--- src/rtl/uart_rx.sv ---
// UART receiver, 8N1, LSB first, idle-high line.
// Two-flop input synchroniser, mid-bit sampling driven by a bit-period counter,
// start-bit glitch rejection and stop-bit validation with a break-wait state.
module uart_rx #(
    parameter int unsigned CLK_PER_HALF_BIT = 434
) (
    input  logic       clk,
    input  logic       rst,
    input  logic       rxd,
    output logic [7:0] rdata,
    output logic       rx_ready,
    output logic       ferr,
    output logic       rx_busy
);

    localparam logic [31:0] HalfLast = 32'(CLK_PER_HALF_BIT - 1);
    localparam logic [31:0] BitLast  = 32'(2 * CLK_PER_HALF_BIT - 1);

    typedef enum logic [2:0] {
        StIdle,
        StStart,
        StData,
        StStop,
        StBreak
    } state_e;

    state_e      state_q;
    logic [31:0] cnt_q;
    logic [7:0]  shift_q;
    logic [2:0]  bit_idx_q;  // selects which of the eight data-bit periods is active
    logic        rxd_meta_q;
    logic        rxd_s;

    // Two-flop synchroniser for the asynchronous pin; resets to the idle level.
    always_ff @(posedge clk) begin
        if (rst) begin
            rxd_meta_q <= 1'b1;
            rxd_s      <= 1'b1;
        end else begin
            rxd_meta_q <= rxd;
            rxd_s      <= rxd_meta_q;
        end
    end

    // Receive FSM with registered outputs; the counter restarts on every state change.
    always_ff @(posedge clk) begin
        if (rst) begin
            state_q   <= StIdle;
            cnt_q     <= '0;
            shift_q   <= '0;
            bit_idx_q <= '0;
            rdata     <= '0;
            rx_ready  <= 1'b0;
            ferr      <= 1'b0;
            rx_busy   <= 1'b0;
        end else begin
            rx_ready <= 1'b0;
            ferr     <= 1'b0;
            cnt_q    <= cnt_q + 32'd1;
            case (state_q)
                StIdle: begin
                    cnt_q <= '0;
                    if (!rxd_s) begin
                        state_q <= StStart;
                        rx_busy <= 1'b1;
                    end
                end
                StStart: begin
                    if (cnt_q == HalfLast) begin
                        cnt_q <= '0;
                        if (!rxd_s) begin
                            state_q   <= StData;
                            bit_idx_q <= '0;
                        end else begin
                            // Low pulse shorter than half a bit: drop it silently.
                            state_q <= StIdle;
                            rx_busy <= 1'b0;
                        end
                    end
                end
                StData: begin
                    if (cnt_q == BitLast) begin
                        cnt_q     <= '0;
                        shift_q   <= {rxd_s, shift_q[7:1]};
                        bit_idx_q <= bit_idx_q + 3'd1;
                        if (bit_idx_q == 3'd7) begin
                            state_q <= StStop;
                        end
                    end
                end
                StStop: begin
                    if (cnt_q == BitLast) begin
                        cnt_q <= '0;
                        if (rxd_s) begin
                            rdata    <= shift_q;
                            rx_ready <= 1'b1;
                            state_q  <= StIdle;
                            rx_busy  <= 1'b0;
                        end else begin
                            ferr    <= 1'b1;
                            state_q <= StBreak;
                        end
                    end
                end
                StBreak: begin
                    // Hold here until the line recovers so a long low raises one ferr only.
                    if (rxd_s) begin
                        cnt_q   <= '0;
                        state_q <= StIdle;
                        rx_busy <= 1'b0;
                    end
                end
                default: begin
                    cnt_q   <= '0;
                    state_q <= StIdle;
                    rx_busy <= 1'b0;
                end
            endcase
        end
    end

endmodule

--- config.mk ---
export PLATFORM = sky130hd
export DESIGN_NAME = uart_rx
export DESIGN_NICKNAME = d
export VERILOG_FILES = /design/src/rtl/uart_rx.sv
export SDC_FILE = /design/constraint.sdc
export NUM_CORES = 1
export LEC_CHECK = 0
export ABC_AREA = 1
export BUFFER_PORTS_ARGS = -buffer_cell sky130_fd_sc_hd__buf_2
export CAP_MARGIN = 20
export CORE_ASPECT_RATIO = 1.4
export CORE_MARGIN = 4
export CORE_UTILIZATION = 41
export CTS_CLUSTER_DIAMETER = 120
export DETAILED_ROUTE_END_ITERATION = 10
export PLACE_DENSITY = 0.56
export SLEW_MARGIN = 40
export SYNTH_ARGS = -nofsm -noshare
export SYNTH_HDL_FRONTEND = slang
export SYNTH_SLANG_ARGS = --single-unit
--- constraint.sdc ---
create_clock -name clk -period 2.5 [get_ports clk]
set_input_delay 0.25 -clock clk [delete_from_list [all_inputs] [get_ports clk]]
set_output_delay 0.25 -clock clk [all_outputs]
set_load 0.005 [all_outputs]
==> impl_metrics.tcl <==
set metrics [dict create \
    status "complete, no violations" \
    grtUsageMet2 0.299 \
    clock.fmax_mhz 496 \
    swShare 0.243 \
    synth_top_area_cell "dfxtp_1" \
    core_sq_um 7120 \
    worstPathRequired_ns 2.76 \
    worstHoldPathType "primary input to flip-flop" \
    timing.setup.tns_ns 0 \
    period_share 0.806 \
    numCtsBuffers 9 \
    synth_area_leaders "dfxtp_1, nor2_1, nand2_1" \
    vias 2711 \
    drc_errors 0 \
    utilization 0.473 \
    cp_max_fo 4 \
    routed_via_density 4.75 \
    rsz0062_at_grt "false" \
    ys_seq_area_frac 0.387 \
    grt_antenna_before_repair 0 \
    grt_util_met1 0.194 \
    gp_congestion 0.859 \
    preCtsSetupSlack_ns 0.503 \
    wl_per_cell_um 11.6 \
    syn_area_per_cell_sq_um 6.70 \
    drtIter0Drc 96 \
    path_clk_slew_ns 0.07 \
    hold_viol 0 \
    yosys-top-cells-count "nor2_1, nand2_1, inv_1" \
    maxCapViolations 0 \
    drtPass1Iterations 4 \
    syn_inst 455 \
    overflow 0 \
    cts_setup_buffers 0 \
    p_leak_nw 1.52 \
    drive_gt1_frac 0.101 \
    power_density_nw_per_um2 580 \
    seqPwrFrac 0.490 \
    ant_nets 0 \
    worstSetupStartpointType "flip-flop" \
    crit_type "flip-flop to flip-flop" \
    p_switching_w 0.000475 \
    syn_area_sq_um 3050 \
    area_growth_pct 10.4 \
    synth_edf_count 0 \
    grt_pass1_vias 2600 \
    start_util 0.428 \
    synth_ff_type "dfxtp_1" \
    place.port_buffers 13 \
    async_flop_share 0 \
    ctsHoldBuffers 0 \
    gr-usage-all-layers 0.169 \
    rows 36 \
    grt_max_degree 19 \
    r2r_slack_ns 0.49 \
    cts-resized-gates 0 \
    slew-limit-headroom 0.659 \
    grt_pass1_wl_mm 11.7 \
    use_met3 0.0268 \
    hpwl_mm 4.86 \
    synth.most_common_cell "nor2_1" \
    synth_warnings 0 \
    p_total_w 0.00195 \
    ir_worst_vdd_uv 237 \
    combPwrFrac 0.071 \
    p_int_w 0.00148 \
    fp.dieH_um 110 \
    fin_worst_skew_ns 0.0118 \
    synth_fp_nets 462 \
    cp-end-kind "flip-flop" \
    min_period_ns 2.01 \
    clkSinkCount 59 \
    setup_ws_ns 0.486 \
    busiest_layer "met2" \
    slew_violations 0 \
    diodes 0 \
    die-area_sq_um 8900 \
    insertion_delay_ns 0.33 \
    cts_tree "yes" \
    clockPowerShare 0.439 \
    h-tree-depth 3 \
    die_width_um 80.9 \
    ys_types 34 \
    clockBufferDepth 2 \
    drt-total-wl_mm 6.60 \
    top_level_ports 14 \
    ys_ff_latch 59 \
    nets 478 \
    worst_pin_slew_ns 0.511 \
    hold_ws_ns 0.0971 \
    cts_root_buf "clkbuf_8" \
    arrival_ns 2.28 \
    yosys.area.top_type_share 0.387 \
    setup_viol 0 \
]
registers in the layout (all words and copies together), names as in the netlist:
signal      count
cnt_q          32
state_q         3
shift_q         8
rxd_s           1
rxd_meta_q      1
ferr            1
bit_idx_q       3
rdata           8
rx_ready        1
rx_busy         1
cell type report:
class	instances	area, sq um
Clock buffer	11	141
Sequential cell	59	1180
Clock inverter	5	52.6
Tap cell	95	119
Inverter	62	234
Timing Repair Buffer	14	72.6
Multi-Input combinational cell	325	1570
Fill cell	800	3750
through the flow:
| stage | instance area [sq um] | std cells |
|---|---|---|
| after floorplan | 3050 | 455 |
| after global placement | 3170 | 555 |
| after detailed placement | 3170 | 555 |
| after CTS | 3370 | 571 |
| after global routing | 3370 | 571 |
| final | 3370 | 571 |
cells by family (layout without fill, tap and decap cells):
logic type	after synthesis	in the layout	share of synthesized area
simple gates	274	274	0.394
buf+inv	71	92	0.0993
flops	59	59	0.387
compound gates	31	31	0.0574
xor+xnor	16	16	0.0460
fa+ha+maj	4	4	0.0164
worst paths after layout:
kind,to,start,cells after the start
setup / recovery,cnt_q[28]$_SDFF_PP0_,cnt_q[0]$_SDFF_PP0_,11
hold / removal,rxd_meta_q$_SDFF_PP1_,rxd,2
setup reg to reg,cnt_q[28]$_SDFF_PP0_,cnt_q[0]$_SDFF_PP0_,11
hold reg to reg,rxd_s$_SDFF_PP1_,rxd_meta_q$_SDFF_PP1_,1
power groups by stage:
stage | Combinational (W) | Sequential [W] | Clock, W
floorplan | 0.000120 | 0.000976 | 0
global placement | 0.000141 | 0.000977 | 0
detailed placement | 0.000143 | 0.000978 | 0
CTS | 0.000143 | 0.000956 | 0.000889
global route | 0.000158 | 0.000957 | 0.000929
finish | 0.000139 | 0.000956 | 0.000856
worst max-delay path: stages, from the launching register on:
cell and delay (ns):
dfxtp_1 0.38, ha_1 0.26, nand3_1 0.19, nor2_4 0.17, nand2_1 0.11, nor2_2 0.16, nand4_2 0.15, nor2_1 0.25
nand2_1 0.09, nand2_1 0.06, nand2_1 0.04, nor2_1 0.10
placed cells by master, fill, tap and decap left out:
master | Yosys | routed
a21oi_1 | 7 | 7
a21oi_4 | 1 | 1
buf_2 | 3 | 13
buf_4 | 1 | 1
bufinv_16 | 0 | 1
clkbuf_1 | 1 | 1
clkbuf_8 | 0 | 10
clkinv_2 | 1 | 4
clkinvlp_4 | 0 | 1
dfxtp_1 | 59 | 59
ha_1 | 4 | 4
inv_1 | 60 | 60
inv_2 | 1 | 1
nand2_1 | 100 | 100
nand2_2 | 2 | 2
nand2_4 | 1 | 1
nand3_1 | 19 | 19
nand3_4 | 1 | 1
nand3b_1 | 6 | 6
nand3b_4 | 1 | 1
nand4_1 | 7 | 7
nand4_2 | 1 | 1
nor2_1 | 109 | 109
nor2_2 | 6 | 6
nor2_4 | 1 | 1
nor3_1 | 16 | 16
nor3_2 | 1 | 1
nor4_1 | 1 | 1
o2111a_1 | 1 | 1
o211ai_1 | 1 | 1
o21ai_0 | 21 | 21
or2_2 | 2 | 2
xnor2_1 | 5 | 5
xor2_1 | 11 | 11
layer usage:
| metal | share of wire | wire, um |
|---|---|---|
| met2 | 0.50 | 3320 |
| met1 | 0.45 | 2940 |
| met3 | 0.028 | 188 |
| met4 | 0.022 | 148 |
| met5 | 0 | 0 |
Note: power is estimated with default switching activity, not from simulation.
